$ cat src/rtl/pads_cfg_loader_pkg.sv
// Shared constants, state encoding and error codes for the pad
// output-enable bulk loader.
package pads_pkg;

    localparam logic [31:0] DEF_BASE_ADDR = 32'h3000_6000;
    localparam int          DEF_NUM_PADS  = 38;
    localparam int          DEF_TIMEOUT   = 255;
    localparam int          IDX_W         = 6;

    typedef enum logic [2:0] {
        ST_IDLE,
        ST_WR_REQ,
        ST_WR_GAP,
        ST_RD_REQ,
        ST_RD_GAP,
        ST_FINISH
    } state_t;

    typedef enum logic [1:0] {
        ERR_NONE     = 2'd0,
        ERR_TIMEOUT  = 2'd1,
        ERR_MISMATCH = 2'd2
    } err_code_t;

endpackage

$ cat src/rtl/pads_cfg_loader_if.sv
// Wishbone classic single-access bus between the loader (master) and the
// pad-configuration slave.
interface pads_cfg_loader_if;

    logic        cyc;
    logic        stb;
    logic        we;
    logic [3:0]  sel;
    logic [31:0] adr;
    logic [31:0] dat_w;
    logic [31:0] dat_r;
    logic        ack;

    modport master (
        output cyc, stb, we, sel, adr, dat_w,
        input  ack, dat_r
    );

    modport slave (
        input  cyc, stb, we, sel, adr, dat_w,
        output ack, dat_r
    );

endinterface

$ cat src/rtl/pads_cfg_loader_xfer.sv
// Single Wishbone access engine: drives the bus while req is high, reports
// ack or an ack timeout. The bus is fully quiet (all zero) whenever req is low.
module wb_single_xfer
    import pads_pkg::*;
#(
    parameter int TIMEOUT = DEF_TIMEOUT
) (
    input  logic               wb_clk_i,
    input  logic               wb_rst_i,
    input  logic               req,
    input  logic               we,
    input  logic [31:0]        adr,
    input  logic [31:0]        wdata,
    pads_cfg_loader_if.master  wbm,
    output logic               xfer_done,
    output logic               xfer_timeout,
    output logic [31:0]        rdata
);

    logic [7:0] tmr;

    // Down-counter reloads whenever no access is pending, so every REQ
    // entry starts from the full budget.
    always_ff @(posedge wb_clk_i) begin
        if (wb_rst_i) begin
            tmr <= 8'(TIMEOUT);
        end else if (!req) begin
            tmr <= 8'(TIMEOUT);
        end else if (tmr != 8'd0) begin
            tmr <= tmr - 8'd1;
        end
    end

    assign wbm.cyc   = req;
    assign wbm.stb   = req;
    assign wbm.we    = req & we;
    assign wbm.sel   = req ? 4'hF : 4'h0;
    assign wbm.adr   = req ? adr : 32'd0;
    assign wbm.dat_w = req ? wdata : 32'd0;

    assign xfer_done    = req & wbm.ack;
    assign xfer_timeout = req & ~wbm.ack & (tmr == 8'd0);
    assign rdata        = wbm.dat_r;

endmodule

$ cat src/rtl/pads_cfg_loader.sv
// Walks all pad output-enable registers with single writes, optionally reads
// them back and compares bit 0, then reports done/error to housekeeping.
//
// state     | meaning
// ----------+------------------------------------------------------------
// ST_IDLE   | waiting for start; bus quiet
// ST_WR_REQ | write access of pad idx in flight
// ST_WR_GAP | one idle bus cycle after a write ack; advance idx
// ST_RD_REQ | read-back access of pad idx in flight
// ST_RD_GAP | one idle bus cycle after a read ack; advance idx
// ST_FINISH | done pulse; back to idle next cycle
module pads_cfg_loader
    import pads_pkg::*;
#(
    parameter logic [31:0] BASE_ADDR = DEF_BASE_ADDR,
    parameter int          NUM_PADS  = DEF_NUM_PADS,
    parameter int          TIMEOUT   = DEF_TIMEOUT
) (
    input  logic                 wb_clk_i,
    input  logic                 wb_rst_i,
    input  logic                 start,
    input  logic                 verify_en,
    input  logic [NUM_PADS-1:0]  oen_target,
    output logic                 busy,
    output logic                 done,
    output logic                 err,
    output logic [1:0]           err_code,
    output logic [IDX_W-1:0]     err_idx,
    pads_cfg_loader_if.master    wbm
);

    state_t               state, state_d;
    logic [IDX_W-1:0]     idx, idx_d;
    logic [NUM_PADS-1:0]  tgt_q, tgt_d;
    logic                 verify_q, verify_d;
    logic                 err_q, err_d;
    logic [1:0]           code_q, code_d;
    logic [IDX_W-1:0]     eidx_q, eidx_d;

    logic                 req, we;
    logic                 xfer_done, xfer_timeout;
    logic [31:0]          rdata;
    logic                 tgt_bit, last_pad;
    logic                 unused_rdata;

    assign tgt_bit      = tgt_q[idx];
    assign last_pad     = (idx == IDX_W'(NUM_PADS - 1));
    assign unused_rdata = ^rdata[31:1];

    wb_single_xfer #(.TIMEOUT(TIMEOUT)) u_xfer (
        .wb_clk_i     (wb_clk_i),
        .wb_rst_i     (wb_rst_i),
        .req          (req),
        .we           (we),
        .adr          (BASE_ADDR + {{(32-IDX_W){1'b0}}, idx}),
        .wdata        ({31'd0, tgt_bit}),
        .wbm          (wbm),
        .xfer_done    (xfer_done),
        .xfer_timeout (xfer_timeout),
        .rdata        (rdata)
    );

    always_ff @(posedge wb_clk_i) begin
        if (wb_rst_i) begin
            state    <= ST_IDLE;
            idx      <= '0;
            tgt_q    <= '0;
            verify_q <= 1'b0;
            err_q    <= 1'b0;
            code_q   <= ERR_NONE;
            eidx_q   <= '0;
        end else begin
            state    <= state_d;
            idx      <= idx_d;
            tgt_q    <= tgt_d;
            verify_q <= verify_d;
            err_q    <= err_d;
            code_q   <= code_d;
            eidx_q   <= eidx_d;
        end
    end

    always_comb begin
        state_d  = state;
        idx_d    = idx;
        tgt_d    = tgt_q;
        verify_d = verify_q;
        err_d    = err_q;
        code_d   = code_q;
        eidx_d   = eidx_q;
        req      = 1'b0;
        we       = 1'b0;

        case (state)
            ST_IDLE: begin
                if (start) begin
                    tgt_d    = oen_target;
                    verify_d = verify_en;
                    err_d    = 1'b0;
                    code_d   = ERR_NONE;
                    eidx_d   = '0;
                    idx_d    = '0;
                    state_d  = ST_WR_REQ;
                end
            end
            ST_WR_REQ: begin
                req = 1'b1;
                we  = 1'b1;
                if (xfer_done) begin
                    state_d = ST_WR_GAP;
                end else if (xfer_timeout) begin
                    err_d   = 1'b1;
                    code_d  = ERR_TIMEOUT;
                    eidx_d  = idx;
                    state_d = ST_FINISH;
                end
            end
            ST_WR_GAP: begin
                if (last_pad) begin
                    idx_d   = '0;
                    state_d = verify_q ? ST_RD_REQ : ST_FINISH;
                end else begin
                    idx_d   = idx + 1'b1;
                    state_d = ST_WR_REQ;
                end
            end
            ST_RD_REQ: begin
                req = 1'b1;
                if (xfer_done) begin
                    if (rdata[0] != tgt_bit) begin
                        err_d   = 1'b1;
                        code_d  = ERR_MISMATCH;
                        eidx_d  = idx;
                        state_d = ST_FINISH;
                    end else begin
                        state_d = ST_RD_GAP;
                    end
                end else if (xfer_timeout) begin
                    err_d   = 1'b1;
                    code_d  = ERR_TIMEOUT;
                    eidx_d  = idx;
                    state_d = ST_FINISH;
                end
            end
            ST_RD_GAP: begin
                if (last_pad) begin
                    idx_d   = '0;
                    state_d = ST_FINISH;
                end else begin
                    idx_d   = idx + 1'b1;
                    state_d = ST_RD_REQ;
                end
            end
            ST_FINISH: begin
                state_d = ST_IDLE;
            end
            default: begin
                state_d = ST_IDLE;
            end
        endcase
    end

    assign busy     = (state != ST_IDLE);
    assign done     = (state == ST_FINISH);
    assign err      = err_q;
    assign err_code = code_q;
    assign err_idx  = eidx_q;

endmodule

$ cat src/flat_wrapper.sv
// flat-port wrapper written by rule: the top's interface ports become plain ports
module pads_cfg_loader_flat import pads_pkg::*;
#(
    parameter logic [31:0] BASE_ADDR = DEF_BASE_ADDR,
    parameter int          NUM_PADS  = DEF_NUM_PADS,
    parameter int          TIMEOUT   = DEF_TIMEOUT
)
  (wb_clk_i, wb_rst_i, start, verify_en, oen_target, busy, done, err, err_code, err_idx, wbm_cyc, wbm_stb, wbm_we, wbm_sel, wbm_adr, wbm_dat_w, wbm_ack, wbm_dat_r);
  pads_cfg_loader_if wbm_i ();
  input  logic wb_clk_i;
  input  logic wb_rst_i;
  input  logic start;
  input  logic verify_en;
  input  logic [NUM_PADS-1:0] oen_target;
  output logic busy;
  output logic done;
  output logic err;
  output logic [1:0] err_code;
  output logic [IDX_W-1:0] err_idx;
  output wire logic [$bits(wbm_i.cyc)-1:0] wbm_cyc;
  output wire logic [$bits(wbm_i.stb)-1:0] wbm_stb;
  output wire logic [$bits(wbm_i.we)-1:0] wbm_we;
  output wire logic [$bits(wbm_i.sel)-1:0] wbm_sel;
  output wire logic [$bits(wbm_i.adr)-1:0] wbm_adr;
  output wire logic [$bits(wbm_i.dat_w)-1:0] wbm_dat_w;
  input wire logic [$bits(wbm_i.ack)-1:0] wbm_ack;
  input wire logic [$bits(wbm_i.dat_r)-1:0] wbm_dat_r;
  assign wbm_cyc = wbm_i.cyc;
  assign wbm_stb = wbm_i.stb;
  assign wbm_we = wbm_i.we;
  assign wbm_sel = wbm_i.sel;
  assign wbm_adr = wbm_i.adr;
  assign wbm_dat_w = wbm_i.dat_w;
  assign wbm_i.ack = wbm_ack;
  assign wbm_i.dat_r = wbm_dat_r;
  pads_cfg_loader #(.BASE_ADDR(BASE_ADDR), .NUM_PADS(NUM_PADS), .TIMEOUT(TIMEOUT)) u_core (.wb_clk_i(wb_clk_i), .wb_rst_i(wb_rst_i), .start(start), .verify_en(verify_en), .oen_target(oen_target), .busy(busy), .done(done), .err(err), .err_code(err_code), .err_idx(err_idx), .wbm(wbm_i));
endmodule
$ cat config.mk
export PLATFORM = sky130hd
export DESIGN_NAME = pads_cfg_loader_flat
export DESIGN_NICKNAME = d
export VERILOG_FILES = /design/src/rtl/pads_cfg_loader_pkg.sv /design/src/rtl/pads_cfg_loader_if.sv /design/src/rtl/pads_cfg_loader_xfer.sv /design/src/rtl/pads_cfg_loader.sv /design/src/flat_wrapper.sv
export SDC_FILE = /design/constraint.sdc
export NUM_CORES = 1
export LEC_CHECK = 0
export CAP_MARGIN = 30
export CORE_MARGIN = 4
export CORE_UTILIZATION = 40
export DETAILED_ROUTE_END_ITERATION = 8
export GPL_ROUTABILITY_DRIVEN = 1
export PLACE_DENSITY_LB_ADDON = 0.08
export SETUP_SLACK_MARGIN = 0.4
export SLEW_MARGIN = 20
export SYNTH_ARGS = -nofsm -noshare
export SYNTH_HDL_FRONTEND = slang
export SYNTH_HIERARCHICAL = 1
export SYNTH_SLANG_ARGS = --single-unit
export TNS_END_PERCENT = 20
$ cat constraint.sdc
create_clock -name wb_clk_i -period 2.7 [get_ports wb_clk_i]
set_clock_uncertainty 0.05 [all_clocks]
set_input_delay 0.405 -clock wb_clk_i [delete_from_list [all_inputs] [get_ports wb_clk_i]]
set_output_delay 0.405 -clock wb_clk_i [all_outputs]
set_load 0.005 [all_outputs]
[Yosys cells after proc, flatten, opt, wreduce, memory -nomap -nowiden]
Cells that the tools add are included.
Operators by class
  reductions and logical operators: 12
  $add $sub $neg: 3
  muxes and demuxes: 36
  magnitude comparators: 1
  equal/unequal tests: 10
  bitwise gates (word level): 6
Operator list (number)
  6-bit 2-to-1 mux: 6
  32-bit 2-to-1 mux: 1
  30-bit by 6-bit adder with 31-bit output (first input constant): 1
  3-bit 2-to-1 mux: 7
  6-bit one-hot mux with 3 select lines: 1
  3-bit one-hot mux with 5 select lines: 1
  6-bit one-hot mux with 2 select lines: 1
  1-bit 2-to-1 mux: 10
  2-bit 2-to-1 mux: 5
  8-bit zero test: 1
  8-bit nonzero test: 1
  8-bit by 1-bit subtractor with 8-bit output (second input constant): 1
  6-bit by 7-bit less-than comparator with 1-bit output (second input constant): 1
  6-bit by 1-bit adder with 6-bit output (second input constant): 1
  1-bit binary-select mux with 6-bit select: 1
  3-bit by 2-bit == test with 1-bit output (second input constant): 2
  3-bit == test (second input constant): 2
  6-bit == test (second input constant): 1
  2-bit one-hot mux with 3 select lines: 1
  3-bit nonzero test: 2
  2-bit OR reduction: 3
  1-bit bitwise AND: 4
  4-bit 2-to-1 mux: 1
  2-bit inequality test (second input constant): 2
  9 further kinds: 11
Storage, ports and cells
  input bits: 75
  output and inout port bits: 82
  word-level logic and storage cells: 76
  register bits: 65

[Logic depth before layout (Yosys ltp)]
Gate-level depths: netlist of run 1.
  depth after elaboration: 8
  depth in mapped cells: 12

[Modules after synthesis]
Netlist of run 1, hierarchy kept.
By module, submodules not included
  pads_cfg_loader: cells each 334, area an instance 2824.0 um^2, sequential area each 1141.1 um^2, instances 1
  wb_single_xfer: cells each 157, area an instance 1118.6 um^2, sequential area each 160.2 um^2, instances 1

[Worst setup path before layout of run 1]
Ideal clock, no wire load.
  path type: flip-flop to flip-flop
  from: reg u_core.state[0]
  to: reg u_core.eidx_q[0], in the netlist u_core/err_idx[0]
  arrival time: 2.416 ns
  period minus slack after synthesis: 2.559 ns
  stages on the path, launching flop included: 11
  setup slack: 0.141 ns
  setup time: 0.092 ns
  cell sequence: dfxtp_1 > clkbuf_1 > nand2b_1 > inv_1 > clkbuf_1 > nor4b_1 > inv_1 > o21ai_0 > nand2_1 > o21bai_1 > o32ai_1
Between the ends
  word-level cells in the longest chain between the ends: 8
Ends and longest elaborated chain
  start, declared: line pads_cfg_loader.sv:32  | state_t state, state_d;
  start signal, assigned: line pads_cfg_loader.sv:73  | state <= state_d;
  3-bit by 1-bit == test with 1-bit output or 3-bit by 2-bit == test with 1-bit output (tied branches): line pads_cfg_loader.sv:94  | case (state)
  2-bit OR reduction (no source line) (*)
  1-bit 2-to-1 mux (*): line pads_cfg_loader.sv:94
  named net u_core.req: line pads_cfg_loader.sv:40  | logic req, we;
  1-bit bitwise AND (*) (2 in series): line pads_cfg_loader_xfer.sv:42  | assign xfer_timeout = req & ~wbm.ack & (tmr == 8'd0);
  named net u_core.xfer_timeout: line pads_cfg_loader.sv:41  | logic xfer_done, xfer_timeout;
  6-bit 2-to-1 mux (*)
  6-bit 2-to-1 mux, on equally long branches
  6-bit one-hot mux with 3 select lines (*): line pads_cfg_loader.sv:94
  end signal, assigned: line pads_cfg_loader.sv:79  | eidx_q <= eidx_d;
  end, declared: line pads_cfg_loader.sv:38  | logic [IDX_W-1:0] eidx_q, eidx_d;
The timed path passes the listed nets; every way through them passes the cells marked *. The select of a mux whose other input is x is not followed.
A chain may end at the register's enable or synchronous reset.

[Worst setup path after layout of run 1]
  from: reg u_core.idx[1]
  to: out wbm_dat_w[0]
Between the ends
  word-level cells in the longest chain between the ends: 3
Ends and longest elaborated chain
  start, declared: line pads_cfg_loader.sv:33  | logic [IDX_W-1:0] idx, idx_d;
  start signal, assigned: line pads_cfg_loader.sv:74  | idx <= idx_d;
  1-bit binary-select mux with 6-bit select: line pads_cfg_loader.sv:46  | assign tgt_bit = tgt_q[idx];
  1-bit 2-to-1 mux (not written as such): line pads_cfg_loader.sv:46
  named net u_core.tgt_bit: line pads_cfg_loader.sv:43  | logic tgt_bit, last_pad;
  1-bit 2-to-1 mux: line pads_cfg_loader_xfer.sv:39  | assign wbm.dat_w = req ? wdata : 32'd0;
  end, declared: line flat_wrapper.sv:25  | output wire logic [$bits(wbm_i.dat_w)-1:0] wbm_dat_w;
The timed path passes the listed nets, and every way through them passes these cells. The select of a mux whose other input is x is not followed.

==> impl_results.md, run 1 <==
* Vias per cell at 4.87
* CP Max Fanout at 4
* Final Max Tran Viols at 0
* Max-slew headroom at 0.619
* Number of placed instances, taps included at 678
* DRC Markers at 0
* Clock share of power at 0.339
* Clock Sinks at 65
* Crit start category: register
* Hold path startpoint: u_core/tgt_q[15]
* Crit end category: output pin
* Hold buffer count at CTS at 0
* Outcome: complete, no violations
* Total CTS buffers at 9
* Htree depth at 3
* Gate Count Post-Synth at 460
* Final period util at 0.970
* Avg Cell Area, Syn at 8.06 µm²
* Logic pwr share at 0.193
* DR WL/cell at 13.6 µm
* Core area at 8890 µm²
* Drt total wl at 9480 µm
* Share of cells above drive strength 1 at 0.151
* Die Wd at 104 µm
* Clock tree root buffer cell: clkbuf_8
* Antenna-violating nets left at 0
* Synth-to-Final Area Change at 38.3%
* Reg2reg end: u_core/err_code[0]
* Vias in the first global route at 3201
* Post-DP HPWL at 7030 µm
* Internal at 0.00158 W
* Worst Hold Depth at 2
* Ant diodes at 0
* First-pass GRT wire length at 15500 µm
* Die Y at 104 µm
* Initial Utilization at 0.417
* Crit path time final at 2.62 ns
* Max-cap violations at 0
* Final hold violations at 0
* Max Freq at 0.382 GHz
* Setup-failing EPs final at 0
* Site row count at 34
* CTS tree: done
* Final Power at 0.00219 W
* Largest net degree at the start of global routing at 46
* IO Pins at 157
* Crit Path Class: reg -> out
* DR vias at 3404
* Setup tns final at 0 ns
* RSZ-0062 raised after global routing: yes
* Grt ovf at 0
* Fin cells at 699
* I/O Buffers at 72
* Final instance area at 5130 µm²
* GP Congestion at 0.848
* FF-to-FF Start: u_core/idx[1]
* Worst Hold Class: reg -> reg
* Register share of total power at 0.467
* Sw Share at 0.280
* TritonRoute pass-1 iters at 5
* Die area at 10900 µm²
* Final Core Density at 0.577
* Synth warnings at 6
* Switch Pwr at 0.000613 W
* Critical Path AT at 2.16 ns
* First-iteration detailed-routing DRC count at 159
* Worst endpoint required time at 2.25 ns
* Worst Max-Slew Pin Slew at 0.571 ns
* Clk buf depth at 2
* Reg2reg setup slack at 0.18 ns
* Power per cell area at 426 nW/µm²
* Clock transition at path regs at 0.08 ns
* GRT Total Usage at 0.172
* Leak at 1.97 nW
* Placed inst area at 4760 µm²
* Mapped Area at 3710 µm²
* Worst-Skew Late Latency at 0.34 ns
* Nets at 664
* Worst hold endpoint: u_core/tgt_q[15]
* Initial antenna violation count at 0
* R2R cell count at 11
* Worst VDD drop at 0.304 mV
per-layer routing:
metal  vias up  part of all wire  global-route usage  wire length, µm
met3        15             0.051              0.0397              488
met5         -                 0                   0                0
met1      1552              0.44               0.216             4130
li1       1749                 -                   -                -
met4         0             0.016              0.0589              150
met2        88              0.50               0.290             4710
worst max-delay path by stage:
| stage | from | endpoint | slack [ns] | cells past startpoint |
|---|---|---|---|---|
| after floorplan | u_core/idx[2] | u_core/err_code[0] | 0.34 | 7 |
| after global placement | u_core/idx[3] | wbm_dat_w[0] | -0.12 | 6 |
| after detailed placement | u_core/idx[3] | wbm_dat_w[0] | -0.16 | 6 |
| after CTS | u_core/idx[1] | wbm_dat_w[0] | 0.04 | 7 |
| after global routing | u_core/idx[1] | wbm_dat_w[0] | -0.03 | 8 |
| final | u_core/idx[1] | wbm_dat_w[0] | 0.08 | 8 |
what timing repair did:
action	4_1_cts	5_1_grt
pin swaps	4	14
setup endpoints to repair	28	29
resized for setup	25	18
cloned	0	1
setup buffers	2	2
hold endpoints to repair	0	0
cells in the final DEF (no fill, tap or decap), types with 3 or more instances in the layout:
| master | instances |
|---|---|
| a211oi_1 | 5 |
| a21oi_1 | 43 |
| a31oi_1 | 4 |
| and2_1 | 67 |
| buf_4 | 20 |
| buf_6 | 4 |
| clkbuf_8 | 10 |
| clkdlybuf4s50_1 | 70 |
| conb_1 | 57 |
| dfxtp_1 | 61 |
| dfxtp_4 | 3 |
| inv_1 | 12 |
| mux2i_1 | 5 |
| mux4_2 | 14 |
| nand2_1 | 89 |
| nand2b_1 | 13 |
| nand3_1 | 4 |
| nor2_1 | 20 |
| nor2b_1 | 6 |
| nor3_1 | 5 |
| o21ai_0 | 6 |
| o32ai_2 | 5 |
| or4_1 | 4 |
| xnor2_1 | 4 |
per-stage QoR:
step	worst slack (ns)	hold slack, ns
finish	0.0808	0.407
CTS	0.0378	0.387
global placement	-0.122	0.391
detailed placement	-0.164	0.395
floorplan	0.338	0.383
global route	-0.0265	0.423
power groups by stage:
stage	clock [W]	sequential, W	combinational [W]
finish	0.000742	0.00102	0.000423
floorplan	0	0.00104	0.000247
detailed placement	0	0.00105	0.000383
CTS	0.000772	0.00102	0.000396
global route	0.000812	0.00103	0.000471
global placement	0	0.00104	0.000377
flip-flops by register name, summed over array words and instances (netlist names):
signal / cells
u_core/err: 1
u_core/err_idx: 6
u_core/err_code: 2
u_core/state: 3
u_core/tgt_q: 38
u_core/idx: 6
u_core/u_xfer/tmr: 8
u_core/verify_q: 1
final cells by class:
cell class              instances  area, µm²
multi-input cells             396       2470
well taps                     108        135
clock inverters                 6       42.5
clock buffers                  10        138
repair buffers                 99        971
fillers                       848       3760
inverters                      15       58.8
flip-flops and latches         65       1310
critical path, cell delays in order, from the launching register on:
cell and delay, ns:
dfxtp_2 0.33, buf_6 0.13, buf_12 0.12, mux4_2 0.32
mux2i_1 0.07, mux4_2 0.48, a21oi_2 0.14, and2_1 0.13
buf_2 0.11
Power figures use the tool's default switching activity.
==> run 2: changes to the inputs <==
- GPL_ROUTABILITY_DRIVEN: 1 -> 0
- clock period: 2.7 -> 3.31 ns (I/O delays scaled with it)
==> run 2 against run 1 <==
  * Clock-buffer cell count is 2 higher
  * Wire length down 3.4%
  * Global-route usage decreased by 0.39 points
  * Combinational power shrank 25%
  * Flip-flop and latch count unchanged
  * Setup slack better by 0.44 ns
  * Cell area fell by 3.5%
  * Critical path depth increased by 2
  * Hold slack worse by 0.0034 ns
  * Critical path type is now reg -> reg
  * Largest cell class unchanged
  * Largest power group unchanged
==> impl_results.md, run 2 (synthesized netlist as in run 1, its figures left out) <==
* Die area at 10900 µm² (unchanged)
* Biggest regs: u_core/tgt_q (38), u_core/u_xfer/tmr (8)
* Worst hold endpoint: u_core/tgt_q[5]
* Placed inst area at 4660 µm² (-2.1%)
* Worst Hold Depth at 2 (unchanged)
* DRC Markers at 0 (unchanged)
* Antenna-violating nets left at 0 (unchanged)
* Final hold violations at 0 (unchanged)
* R2R cell count at 10 (-1)
* Reg2reg setup slack at 0.52 ns (+0.34 ns)
* GRT Total Usage at 0.168 (-0.00393)
* DR vias at 3376 (-0.82%)
* Worst VDD drop at 0.209 mV (-31%)
* IO Pins at 157 (unchanged)
* Post-DP HPWL at 6580 µm (-6.5%)
* Setup-failing EPs final at 0 (unchanged)
* Max-cap violations at 0 (unchanged)
* Commonest non-fill, non-tap cell in the layout: nand2_1
* Clk buf depth at 2 (unchanged)
* DR WL/cell at 13.3 µm (-1.6%)
* CP Max Fanout at 7 (+3)
* Power per cell area at 383 nW/µm² (-10%)
* FF-to-FF Start: u_core/u_xfer/tmr[0]
* WHS at 0.403 ns (-0.00344 ns)
* Number of placed instances, taps included at 666 (-1.8%)
* Worst Hold Class: reg -> reg
* Largest net degree at the start of global routing at 77 (+67%)
* RSZ-0062 raised after global routing: yes
* Clock transition at path regs at 0.07 ns (about the same)
* Die Wd at 104 µm (unchanged)
* Htree depth at 3 (unchanged)
* Crit end category: register
* Worst Max-Slew Pin Slew at 0.725 ns (+0.154 ns)
* Drt total wl at 9160 µm (-3.4%)
* Initial antenna violation count at 0 (unchanged)
* Fin cells at 686 (-1.9%)
* Worst-Skew Late Latency at 0.34 ns (about the same)
* Vias per cell at 4.92 (+1.1%)
* Total CTS buffers at 9 (unchanged)
* Clock tree root buffer cell: clkbuf_8
* Hold buffer count at CTS at 0 (unchanged)
* Reg2reg end: u_core/err_idx[1]
* Vias in the first global route at 3131 (-2.2%)
* Crit start category: register
* Crit path time final at 2.79 ns
* I/O Buffers at 72 (unchanged)
* Final instance area at 4950 µm² (-3.5%)
* Final Max Tran Viols at 0 (unchanged)
* First-pass GRT wire length at 15100 µm (-2.6%)
* Core area at 8890 µm² (unchanged)
* Initial Utilization at 0.417 (unchanged)
* Clock Sinks at 65 (unchanged)
* Max Freq at 0.359 GHz
* Setup tns final at 0 ns (unchanged)
* Hold path startpoint: u_core/tgt_q[5]
* Site row count at 34 (unchanged)
* Final Power at 0.00189 W (-13%)
* Most frequent cells in the layout: nand2_1 (89), clkdlybuf4s50_1 (70), and2_1 (67), dfxtp_1 (62), conb_1 (57)
* Critical Path AT at 2.98 ns (+0.82 ns)
* Crit Path Class: reg -> reg
* TritonRoute pass-1 iters at 4 (-1)
* Number of flip-flops in the largest register at 38 (unchanged)
* Ant diodes at 0 (unchanged)
* Outcome: complete, no violations
* Leak at 1.92 nW (-2.6%)
* CTS tree: done
* Max-slew headroom at 0.517 (-0.102)
* Grt ovf at 0 (unchanged)
* Reg with most FFs: u_core/tgt_q
* First-iteration detailed-routing DRC count at 213 (+34%)
* Die Y at 104 µm (unchanged)
* Share of cells above drive strength 1 at 0.0917 (-0.0589)
* Final period util at 0.842
* Synth-to-Final Area Change at 33.4%
* Worst endpoint required time at 3.50 ns (+1.25 ns)
* Nets at 652 (-1.8%)
run 2: changes by cell type in the layout (fill, tap and decap cells not counted), moves of 4 or more:
cell / previous run / this run
o32ai_2: 5 / 0
buf_6: 4 / 0
buf_4: 20 / 12
o32ai_1: 2 / 7
run 2: how the worst max path moves through the flow:
| stage | startpoint | endpoint | depth (start not counted) |
|---|---|---|---|
| finish | u_core/u_xfer/tmr[0] | u_core/err_idx[1] | 10 |
| global route | u_core/u_xfer/tmr[0] | u_core/err_idx[1] | 10 |
| CTS | u_core/idx[1] | wbm_dat_w[0] | 7 |
| detailed placement | u_core/idx[3] | wbm_dat_w[0] | 6 |
| global placement | u_core/idx[3] | wbm_dat_w[0] | 6 |
| floorplan | u_core/state[0] | u_core/err_idx[0] | 10 |
run 2: where the power goes:
group | leakage (nW) | total (W) | switching [W] | internal, W
Combinational | 1.28 | 0.000318 | 0.000153 | 0.000165
Clock | 0.106 | 0.000738 | 0.000297 | 0.000440
Sequential | 0.532 | 0.000839 | 0.0000240 | 0.000815
Total | 1.92 | 0.00189 | 0.000474 | 0.00142
run 2: final cells by class:
cell class	instances	area, µm²
Fill cell	868	3940
Sequential cell	65	1310
Inverter	15	56.3
Tap cell	108	135
Clock inverter	3	65.1
Timing Repair Buffer	87	862
Multi-Input combinational cell	396	2380
Clock buffer	12	145
run 2: per-stage QoR:
step                      worst slack (ns)   util
after CTS                            0.415  0.556
after global placement               0.273  0.524
after floorplan                      0.751      -
after global routing                 0.334  0.557
final                                0.522  0.557
after detailed placement             0.269  0.524
run 2: critical path, cell delays in order (launching register included):
cell      delay [ns]
dfxtp_1         0.32
inv_1           0.08
ha_1            0.20
or3b_2          0.50
nor4b_1         0.46
inv_1           0.12
o21ai_0         0.24
nand2_1         0.12
o21bai_1        0.18
buf_4           0.18
o32ai_1         0.24
run 2: routing by layer:
metal	wire, µm	track usage	vias up
li1	-	-	1725
met3	599	0.0385	9
met1	3980	0.206	1545
met5	0	0	-
met2	4470	0.288	97
met4	113	0.0608	0
run 2: timing repair:
action / CTS / global route
gates resized for setup: 12 / 4
cloned: 1 / 0
endpoints found under the setup margin: 1 / 25
pin swaps: 2 / 2
buffers inserted: 3 / 1
==> run 3: changes to the inputs <==
- clock period: 3.31 -> 2.5 ns (I/O delays scaled with it)
==> run 3 against run 2 <==
  * The flow now finishes with violations (negative setup slack)
  * Sequential share of layout area down 1.1 points
  * Via count up 1.0%
  * Die area unchanged
  * Register-to-register slack worse by 0.57 ns
  * Clock-buffer cell count down 2
  * Non-clock buffer count up 17
  * Critical path depth down 3
  * Clock power up 6.8%
  * Largest power group unchanged
  * Global-route usage up 0.51 points
  * Largest cell class unchanged
  * First-iteration DRC count down 43%
  * Combinational power up 41%
==> impl_results.md, run 3 (synthesized netlist as in run 1, its figures left out) <==
* TritonRoute pass-1 iters at 4 (unchanged)
* Reg2reg end: u_core/err_code[0]
* Clock transition at path regs at 0.08 ns (about the same)
* Clk buf depth at 2 (unchanged)
* Number of placed instances, taps included at 685 (+2.9%)
* Clock Sinks at 65 (unchanged)
* Reg with most FFs: u_core/tgt_q
* Most used cell along the critical path: mux4_2
* Share of cells above drive strength 1 at 0.156 (+0.0643)
* Grt ovf at 0 (unchanged)
* DRC Markers at 0 (unchanged)
* I/O Buffers at 72 (unchanged)
* Failing checks: negative setup slack
* Worst hold endpoint: u_core/u_xfer/tmr[7]
* Site row count at 34 (unchanged)
* Htree depth at 3 (unchanged)
* DR vias at 3411 (+1.0%)
* Most frequent cells in the layout: nand2_1 (89), clkdlybuf4s50_1 (68), and2_1 (67), dfxtp_1 (62), conb_1 (57)
* Final Power at 0.00234 W (+24%)
* Critical path buffers and inverters at 2 (-1)
* Max Freq at 0.388 GHz
* Power per cell area at 453 nW/µm² (+18%)
* IO Pins at 157 (unchanged)
* Max-cap violations at 0 (unchanged)
* Initial antenna violation count at 0 (unchanged)
* Total CTS buffers at 9 (unchanged)
* Die Wd at 104 µm (unchanged)
* Vias per cell at 4.85 (-1.5%)
* CP Max Fanout at 5 (-2)
* R2R cell count at 9 (-1)
* Critical Path AT at 2.15 ns (-0.83 ns)
* Crit-path cells: buf_6 -> mux4_2 -> mux2i_2 -> mux4_2 -> a21oi_2 -> and2_1 -> buf_2
* Antenna-violating nets left at 0 (unchanged)
* Die Y at 104 µm (unchanged)
* GRT Total Usage at 0.173 (+0.00511)
* Die area at 10900 µm² (unchanged)
* Worst endpoint required time at 2.08 ns (-1.42 ns)
* Core area at 8890 µm² (unchanged)
* Commonest non-fill, non-tap cell in the layout: nand2_1
* Worst Hold Depth at 3 (+1)
* Max-slew headroom at 0.597 (+0.0805)
* Vias in the first global route at 3287 (+5.0%)
* Initial Utilization at 0.417 (unchanged)
* First-iteration detailed-routing DRC count at 122 (-43%)
* Slowest cell on the critical path: mux4_2
* Final period util at 1.03
* Drt total wl at 9370 µm (+2.4%)
* Largest net degree at the start of global routing at 58 (-25%)
* Crit end category: output pin
* Final hold violations at 0 (unchanged)
* RSZ-0062 raised after global routing: yes
* Fin cells at 704 (+2.6%)
* Post-DP HPWL at 6940 µm (+5.5%)
* Pre-CTS setup slack at -0.189 ns (-0.458 ns)
* FF-to-FF Start: u_core/idx[1]
* Setup ws final at -0.0752 ns (-0.597 ns)
* Nets at 669 (+2.6%)
* Hold buffer count at CTS at 0 (unchanged)
* Biggest regs: u_core/tgt_q (38), u_core/u_xfer/tmr (8)
* Worst Hold Class: in -> reg
* Final instance area at 5170 µm² (+4.5%)
* Number of flip-flops in the largest register at 38 (unchanged)
* Leak at 2.03 nW (+5.7%)
* CTS tree: done
* Crit start category: register
* Clock tree root buffer cell: clkbuf_8
* Final Max Tran Viols at 0 (unchanged)
* Setup-failing EPs final at 7 (+7)
* Synth-to-Final Area Change at 39.4%
* Worst VDD drop at 0.290 mV (+39%)
* Crit path time final at 2.58 ns
* Outcome: complete, but fails checks
* Placed inst area at 4820 µm² (+3.6%)
* Worst-Skew Late Latency at 0.34 ns (about the same)
* Critical path's top delay family: multiplexers
* Hold path startpoint: wb_rst_i
* Ant diodes at 0 (unchanged)
* Slowest cell delay on critical path at 0.51 ns (about the same)
* Worst Max-Slew Pin Slew at 0.604 ns (-0.121 ns)
* First-pass GRT wire length at 15700 µm (+4.4%)
* Reg2reg setup slack at -0.05 ns (-0.57 ns)
* DR WL/cell at 13.3 µm (-0.25%)
* Crit Path Class: reg -> out
[run 3: cell types whose count changed in the layout (fill, tap and decap cells not counted), moves of 5 or more]
cell / previous run / this run
buf_6: 0 / 7
o32ai_1: 7 / 2
o32ai_2: 0 / 5
buf_4: 12 / 24
[run 3: worst max path at each step]
stage             startpoint            endpoint  slack, ns  depth (start not counted)
6_report       u_core/idx[1]        wbm_dat_w[0]      -0.08                          7
2_1_floorplan  u_core/idx[2]  u_core/err_code[0]       0.14                          7
5_1_grt        u_core/idx[1]        wbm_dat_w[0]      -0.21                          9
3_5_place_dp   u_core/idx[1]        wbm_dat_w[0]      -0.19                          7
4_1_cts        u_core/idx[1]        wbm_dat_w[0]      -0.10                          7
3_3_place_gp   u_core/idx[1]        wbm_dat_w[0]      -0.16                          7
[run 3: stage by stage]
step / hold slack, ns / utilization / setup TNS [ns]
floorplan: 0.383 / - / 0
finish: 0.303 / 0.582 / -0.236
detailed placement: 0.394 / 0.543 / -0.542
global route: 0.332 / 0.582 / -1.36
CTS: 0.295 / 0.577 / -0.165
global placement: 0.389 / 0.543 / -0.203
[run 3: layout make-up]
class	count	area, µm²
Timing Repair Buffer	104	995
Tap cell	108	135
Inverter	15	61.3
Sequential cell	65	1310
Clock buffer	10	128
Multi-Input combinational cell	396	2500
Fill cell	832	3720
Clock inverter	6	43.8
[run 3: worst register-to-register path, delay by kind of cell (launching register included)]
| kind | cells | cell delay (ns) |
|---|---|---|
| mux | 4 | 0.98 |
| simple gates | 1 | 0.49 |
| buf+inv | 3 | 0.44 |
| flops | 1 | 0.35 |
| compound gates | 1 | 0.12 |
[run 3: what timing repair did]
action / CTS / global route
setup buffers: 3 / 0
resized for setup: 36 / 10
gates cloned: 0 / 0
pin swaps: 10 / 4
endpoints found under the setup margin: 29 / 36
[run 3: power by group]
group	total [W]	internal, W	leakage, nW	switching (W)
registers	0.00111	0.00108	0.532	0.0000284
logic	0.000449	0.000232	1.41	0.000217
clock network	0.000788	0.000363	0.0866	0.000425
[run 3: per-layer routing]
layer / GRT usage / share of wire / vias to the layer above
met4: 0.0484 / 0.010 / 0
met2: 0.300 / 0.49 / 91
li1: - / - / 1766
met1: 0.216 / 0.44 / 1542
met3: 0.0397 / 0.055 / 12
met5: 0 / 0 / -
